===== config.mk =====
export PLATFORM = sky130hd
export DESIGN_NAME = bcd_batch_accumulator
export DESIGN_NICKNAME = d
export VERILOG_FILES = /design/src/rtl/bcd_batch_accumulator.sv
export SDC_FILE = /design/constraint.sdc
export NUM_CORES = 1
export LEC_CHECK = 0
export CORE_UTILIZATION = 57
export CTS_CLUSTER_SIZE = 10
export DETAILED_ROUTE_END_ITERATION = 8
export GPL_ROUTABILITY_DRIVEN = 0
export PLACE_DENSITY = 0.81
export SLEW_MARGIN = 10
export SYNTH_ARGS = -nofsm -noshare
export SYNTH_HDL_FRONTEND = slang
export SYNTH_SLANG_ARGS = --single-unit

===== constraint.sdc =====
create_clock -name clock -period 13.8 [get_ports clock]
set_input_delay 1.38 -clock clock [delete_from_list [all_inputs] [get_ports clock]]
set_output_delay 1.38 -clock clock [all_outputs]
set_load 0.005 [all_outputs]

===== src/rtl/bcd_batch_accumulator.sv =====
// rtl/bcd_batch_accumulator.sv - sums N two-digit BCD samples into a 4-digit total
// and hands each batch total downstream over a dav_/rfd handshake.
module bcd_batch_accumulator #(
  parameter int N = 4
) (
  input  logic       clock,
  input  logic       reset,
  input  logic       davC_,
  output logic       rfdC,
  input  logic [3:0] x1,
  input  logic [3:0] x0,
  output logic       davD_,
  input  logic       rfdD,
  output logic [3:0] t3,
  output logic [3:0] t2,
  output logic [3:0] t1,
  output logic [3:0] t0,
  output logic       ovf,
  output logic       err
);

  typedef enum logic [1:0] {S_WAIT, S_ACK, S_OUT, S_END} state_t;

  localparam logic [9:0] N_CNT = 10'(N);

  state_t      state_q, state_d;
  logic        rfdC_q, rfdC_d;
  logic        davD_q, davD_d;
  logic [15:0] acc_q, acc_d;
  logic [9:0]  cnt_q, cnt_d;
  logic        ovf_r_q, ovf_r_d;
  logic        err_r_q, err_r_d;
  logic [15:0] tot_q, tot_d;
  logic        ovf_q, ovf_d;
  logic        err_q, err_d;

  logic [4:0]  d0, d1, d2, d3;
  logic [15:0] sum;
  logic        legal;

  // One decimal digit with carry; operands are always legal BCD so s <= 19.
  function automatic logic [4:0] bcd_digit(input logic [3:0] a, input logic [3:0] b,
                                           input logic ci);
    logic [4:0] s;
    s = {1'b0, a} + {1'b0, b} + {4'b0000, ci};
    if (s > 5'd9) return {1'b1, 4'(s - 5'd10)};
    else          return {1'b0, s[3:0]};
  endfunction

  always_comb begin
    d0    = bcd_digit(acc_q[3:0],   x0,   1'b0);
    d1    = bcd_digit(acc_q[7:4],   x1,   d0[4]);
    d2    = bcd_digit(acc_q[11:8],  4'd0, d1[4]);
    d3    = bcd_digit(acc_q[15:12], 4'd0, d2[4]);
    sum   = {d3[3:0], d2[3:0], d1[3:0], d0[3:0]};
    legal = (x1 <= 4'd9) && (x0 <= 4'd9);
  end

  always_comb begin
    state_d = state_q;
    rfdC_d  = rfdC_q;
    davD_d  = davD_q;
    acc_d   = acc_q;
    cnt_d   = cnt_q;
    ovf_r_d = ovf_r_q;
    err_r_d = err_r_q;
    tot_d   = tot_q;
    ovf_d   = ovf_q;
    err_d   = err_q;
    case (state_q)
      S_WAIT: begin
        if (!davC_) begin
          if (legal) begin
            acc_d   = sum;
            cnt_d   = cnt_q + 10'd1;
            ovf_r_d = ovf_r_q | d3[4];
          end else begin
            err_r_d = 1'b1;
          end
          rfdC_d  = 1'b0;
          state_d = S_ACK;
        end
      end
      S_ACK: begin
        if (davC_) begin
          if (cnt_q == N_CNT) begin
            tot_d   = acc_q;
            ovf_d   = ovf_r_q;
            err_d   = err_r_q;
            davD_d  = 1'b0;
            state_d = S_OUT;
          end else begin
            rfdC_d  = 1'b1;
            state_d = S_WAIT;
          end
        end
      end
      S_OUT: begin
        if (!rfdD) begin
          davD_d  = 1'b1;
          state_d = S_END;
        end
      end
      S_END: begin
        // Output registers keep the last total; only the working state is cleared.
        if (rfdD) begin
          acc_d   = 16'h0000;
          cnt_d   = 10'd0;
          ovf_r_d = 1'b0;
          err_r_d = 1'b0;
          rfdC_d  = 1'b1;
          state_d = S_WAIT;
        end
      end
      default: state_d = S_WAIT;
    endcase
  end

  always_ff @(posedge clock) begin
    if (reset) begin
      state_q <= S_WAIT;
      rfdC_q  <= 1'b1;
      davD_q  <= 1'b1;
      acc_q   <= 16'h0000;
      cnt_q   <= 10'd0;
      ovf_r_q <= 1'b0;
      err_r_q <= 1'b0;
      tot_q   <= 16'h0000;
      ovf_q   <= 1'b0;
      err_q   <= 1'b0;
    end else begin
      state_q <= state_d;
      rfdC_q  <= rfdC_d;
      davD_q  <= davD_d;
      acc_q   <= acc_d;
      cnt_q   <= cnt_d;
      ovf_r_q <= ovf_r_d;
      err_r_q <= err_r_d;
      tot_q   <= tot_d;
      ovf_q   <= ovf_d;
      err_q   <= err_d;
    end
  end

  assign rfdC  = rfdC_q;
  assign davD_ = davD_q;
  assign t3    = tot_q[15:12];
  assign t2    = tot_q[11:8];
  assign t1    = tot_q[7:4];
  assign t0    = tot_q[3:0];
  assign ovf   = ovf_q;
  assign err   = err_q;

endmodule


# Yosys cells after proc, flatten, opt, wreduce, memory -nomap -nowiden
# Cells that the tools add are included.
# Widths: inputs -> output; s select.
# word_totals
register_bits	50
latchBits	0
mem_bits_rw	0
romBits	0
word_cells	84
n_memories	0
# classes
addsub	10
mul	0
div_mod_pow	0
n_lt_le_gt_ge	6
eq_ne	12
n_shift	0
muxes	34
bitwise_logic	1
n_reduce_logical	11
# ops
cell	count
$mux 16	3
$pmux 16 s2	1
$mux 10	3
$gt 5x4->1 const B	4
$mux 5	4
$pmux 10 s2	1
$ne 2x2->1 const B	8
$reduce_and 4->1	4
$sub 4x4->4 const B	4
$mux 1	12
$add 10x1->10 const B	1
$add 4x1->5	2
$add 4x4->5	2
$eq 10x3->1 const B	1
$mux 2	5
$le 4x4->1 const B	2
$pmux 2 s4	1
$pmux 1 s2	3
$add 5x1->5	1
$reduce_and 5->1	1
$eq 2x2->1 const B	2
$reduce_bool 2->1	2
$pmux 1 s3	1
$reduce_and 3->1	1
5 further kinds	5

# Logic depth before layout (Yosys ltp)
# depth
ltp_word	16
mapped_depth	29
depth_no_buf	28

# Least setup slack after synthesis
# Ideal clock, no wire load.
# synth_path
path_type	input to register
start	input x0[0]
end	register acc_q[13]
setup_ns	0.070
t_arrival_ns	6.342
slack_ns	7.388
path_stages	27
path_buffers	1
cell_sequence	ha_1 > inv_1 > fa_1 > xor2_1 > nand2_1 > a21oi_1 > fa_1 > inv_1 > fa_1 > xnor2_1 > and2_1 > o21ai_0 > ha_1 > ha_1 > clkbuf_1 > a21oi_1 > o22ai_1 > a31oi_1 > ha_1 > ha_1 > xnor2_1 > ha_1 > nor2b_1 > o31ai_1 > xnor2_1 > nand3_1 > a21oi_1
# synth_via
elab_chain_cells	15
elab_cells_between_ends	20
# synth_rtl
item	line_no	rtl
start: declaration	11	input logic [3:0] x0,
$add 4x4->5	45	s = {1'b0, a} + {1'b0, b} + {4'b0000, ci};
$gt 5x4->1	46	if (s > 5'd9) return {1'b1, 4'(s - 5'd10)};
$mux 5	46	
$add 5x1->5	45	
$gt 5x4->1	46	
$mux 5	46	
$add 4x1->5	45	
$gt 5x4->1	46	
$mux 5	46	
$add 4x1->5	45	
$sub 4x4->4 or $gt 5x4->1 (tied branches)	46	
$mux 5	46	
$mux 16	73	if (legal) begin
$mux 16	72	if (!davC_) begin
$pmux 16 s2	70	case (state_q)
end signal: assignment	124	acc_q <= 16'h0000;
end signal: assignment	135	acc_q <= acc_d;
end: declaration	29	logic [15:0] acc_q, acc_d;
# Several ways; a longest one is shown, not always the timed one. The select of a mux whose other input is x is not followed.
# A chain may end at the register's enable or synchronous reset.

# Final worst setup path
# Same ends and word-level chain as after synthesis.

==> flow_metrics.env <==
export IMPL_status="finished, final reports clean"
export IMPL_syn_avg_cell_area_um2=7.94
export IMPL_ff_latch_area_um2=1000
export IMPL_endpoint_kind="register"
export IMPL_ir_worst_vdd_mv=0.0623
export IMPL_period_share_pct=51.8
export IMPL_fp_dieW_um=72.1
export IMPL_cts_sinks=50
export IMPL_synth_area_um2=2800
export IMPL_fin_crit_ns=7.15
export IMPL_synthMuxAreaShare_pct=1.79
export IMPL_io_pin_count=32
export IMPL_fp_row_count=25
export IMPL_hold_class="reg -> reg"
export IMPL_wl_per_cell_um=13.4
export IMPL_overflow=0
export IMPL_timing_hold_violations_final=0
export IMPL_htreeDepth=2
export IMPL_skew_ns=0.00386
export IMPL_core_um2=4720
export IMPL_setup_violations=0
export IMPL_grt_pass1_wl_um=10100
export IMPL_synth_edff_count=0
export IMPL_grt_max_degree=36
export IMPL_root_buffer="clkbuf_8"
export IMPL_wl_um=5920
export IMPL_portBuffers=31
export IMPL_fin_setup_tns_ns=0
export IMPL_dr_first_iter_drc_count=205
export IMPL_yosysSeqAreaShare_pct=35.7
export IMPL_yosys_warnings=0
export IMPL_rsz0062_at_grt="false"
export IMPL_fin_area_um2=3230
export IMPL_slew_violations=0
export IMPL_crit_arrival_ns=7.38
export IMPL_area_growth_pct=15.1
export IMPL_yosys_register_bits=50
export IMPL_yosys_area_share_simple_pct=21.7
export IMPL_drt_pass1_iterations=4
export IMPL_ctsResizeCount=0
export IMPL_die_area_um2=5200
export IMPL_p_leak_nw=1.18
export IMPL_synth_ff_type="dfxtp_1"
export IMPL_nFillCells=402
export IMPL_relSlewSlack_pct=42.1
export IMPL_crit_type="in -> reg"
export IMPL_grt_usage_pct=24.6
export IMPL_cts_buffers=5
export IMPL_cts_clk_slew_worst_paths_ns=0.08
export IMPL_nNetsFinal=411
export IMPL_start_kind="primary input"
export IMPL_synthAdderAreaFrac_pct=11.5
export IMPL_cts_tree="built"
export IMPL_synth_async_reset_ratio_pct=0
export IMPL_antenna_found_initial=0
export IMPL_maxCapViolCount=0
export IMPL_synth_fp_nets=389
export IMPL_synth_xor_area_share_pct=5.63
export IMPL_multiInputGateArea_um2=1650
export IMPL_synth_top_family_by_area="simple AND/OR/NAND/NOR gates"
export IMPL_fmax_mhz=140
export IMPL_drc=0
export IMPL_critPathRequiredTime_ns=14.04
export IMPL_clock_latency_ns=0.31
export IMPL_avgViaCountPerCell=5.46
export IMPL_crit_path_max_fanout=11
export IMPL_placed_area_um2=3120
export IMPL_start_util_pct=59.3
export IMPL_post_cts_repair_setup_buffers=0
export IMPL_first_global_vias=2278
export IMPL_yosys_cell_types_count=47
export IMPL_dp_hpwl_um=4160
export IMPL_insertedDiodeCount=0
export IMPL_power_density_nw_per_um2=102
export IMPL_drive_gt1_share_pct=3.46
export IMPL_die_height_um=72.1
export IMPL_postRouteAntennaNets=0
export IMPL_clockBufferDepth=2
export IMPL_synth_compound_area_share_pct=18.1
export IMPL_worst_slew_pin_slew_ns=0.868
export IMPL_synth_cells=353
export IMPL_postCtsHoldBufs=0
export IMPL_num_vias=2419
-- worst paths after layout --
kind	startpoint	end	slack [ns]	cells past startpoint
setup / recovery	x0[0]	acc_q[13]	6.65	28
hold / removal	tot_q[13]	tot_q[13]	0.46	2
setup reg to reg	acc_q[0]	acc_q[13]	7.80	27
hold reg to reg	tot_q[13]	tot_q[13]	0.46	2
-- routing by layer --
layer  GRT usage [%]  part of all wire [%]  wire length [um]
met5               0                     0                 0
met4            9.15                   1.5                91
met3            4.31                   3.9               231
met2            41.7                    47              2810
met1            31.4                    47              2790
-- synth_stat cells (all sizes together), types with 2 or more instances --
| library cell | number | area (um^2) |
|---|---|---|
| nand2 | 67 | 251 |
| dfxtp | 50 | 1000 |
| a21oi | 37 | 189 |
| o21ai | 23 | 115 |
| nor2 | 22 | 82.6 |
| ha | 21 | 263 |
| inv | 19 | 71.3 |
| nand3 | 14 | 75.1 |
| xnor2 | 13 | 114 |
| buf | 9 | 53.8 |
| clkbuf | 8 | 30.0 |
| nor3 | 7 | 35.0 |
| mux2i | 5 | 50.1 |
| nand2b | 5 | 31.3 |
| xor2 | 5 | 43.8 |
| and3 | 4 | 25.0 |
| a21o | 3 | 22.5 |
| a32o | 3 | 30.0 |
| fa | 3 | 60.1 |
| nand4 | 3 | 18.8 |
| nor2b | 3 | 18.8 |
| a211oi | 2 | 15.0 |
| a22o | 2 | 17.5 |
| a311oi | 2 | 17.5 |
| a31oi | 2 | 12.5 |
| and2 | 2 | 12.5 |
| nand3b | 2 | 15.0 |
| o211ai | 2 | 15.0 |
| o22ai | 2 | 12.5 |
| or3 | 2 | 12.5 |
-- cell usage in the layout, fill, tap and decap left out, types with 3 or more instances in the layout --
| master | n |
|---|---|
| nand4_1 | 3 |
| xor2_1 | 5 |
| o21ai_0 | 20 |
| a32o_1 | 3 |
| clkdlybuf4s50_1 | 31 |
| dfxtp_1 | 50 |
| clkbuf_8 | 5 |
| ha_1 | 21 |
| a21o_1 | 3 |
| nor3_1 | 7 |
| and3_1 | 4 |
| nor2_1 | 22 |
| nand2_1 | 67 |
| nand2b_1 | 5 |
| a21oi_1 | 36 |
| xnor2_1 | 13 |
| fa_1 | 3 |
| nand3_1 | 13 |
| o21ai_1 | 3 |
| nor2b_1 | 3 |
| mux2i_1 | 5 |
| inv_1 | 17 |
-- sequential cells by signal, summed over array words and instances, names as in the netlist, named ones only --
signal and cells:
err 1, ovf 1, state_q 1, err_r_q 1, cnt_q 10, tot_q 16, davD_ 1, rfdC 1
ovf_r_q 1, acc_q 16
-- report_power, final --
part	internal (mW)	switching, mW	leakage [nW]	total [mW]
Combinational	0.0320	0.0413	0.721	0.0733
Sequential	0.149	0.00527	0.404	0.155
Clock	0.0543	0.0469	0.0524	0.101
Total	0.236	0.0934	1.18	0.329
-- logic make-up (layout without fill, tap and decap cells) --
group,after synthesis,in the layout
AOI/OAI and AO/OA,85,85
muxes,5,5
DFF,50,50
buffers and inverters,36,59
xor gates and xnor gates,18,18
adders and majority gates,24,24
and+or+nand+nor,135,135
-- layout make-up --
cell class | count | area share (%)
inverters | 19 | 2.21
repair buffers | 32 | 9.85
clock buffers | 7 | 2.37
multi-input cells | 267 | 51.0
well taps | 67 | 2.60
clock inverters | 1 | 0.931
flip-flops and latches | 50 | 31.0
-- critical path, stage by stage --
cell and delay (ns):
clkdlybuf4s50_1 0.46, ha_1 0.16, inv_1 0.05, fa_1 0.39, xor2_1 0.27, nand2_1 0.14, a21oi_1 0.28, fa_1 0.24
inv_1 0.06, fa_1 0.40, xnor2_1 0.17, and2_1 0.19, o21ai_0 0.37, ha_1 0.30, ha_1 0.39, nor2_1 0.08
nor2_1 0.10, o22ai_1 0.08, a31oi_1 0.17, ha_1 0.20, ha_1 0.25, xnor2_1 0.12, ha_1 0.24, nor2b_1 0.15
o31ai_1 0.30, xnor2_1 0.16, nand3_1 0.09, a21oi_1 0.18
-- per-stage QoR --
| stage | power, mW | instances | util (%) | hold slack [ns] | worst slack (ns) |
|---|---|---|---|---|---|
| after floorplan | 0.211 | 353 | - | 0.431 | 7.39 |
| after global placement | 0.227 | 435 | 66.1 | 0.443 | 6.67 |
| after detailed placement | 0.229 | 435 | 66.1 | 0.446 | 6.37 |
| after CTS | 0.331 | 443 | 68.3 | 0.458 | 6.68 |
| after global routing | 0.348 | 443 | 68.3 | 0.474 | 6.09 |
| final | 0.329 | 443 | 68.3 | 0.455 | 6.65 |
Power figures use the tool's default switching activity.
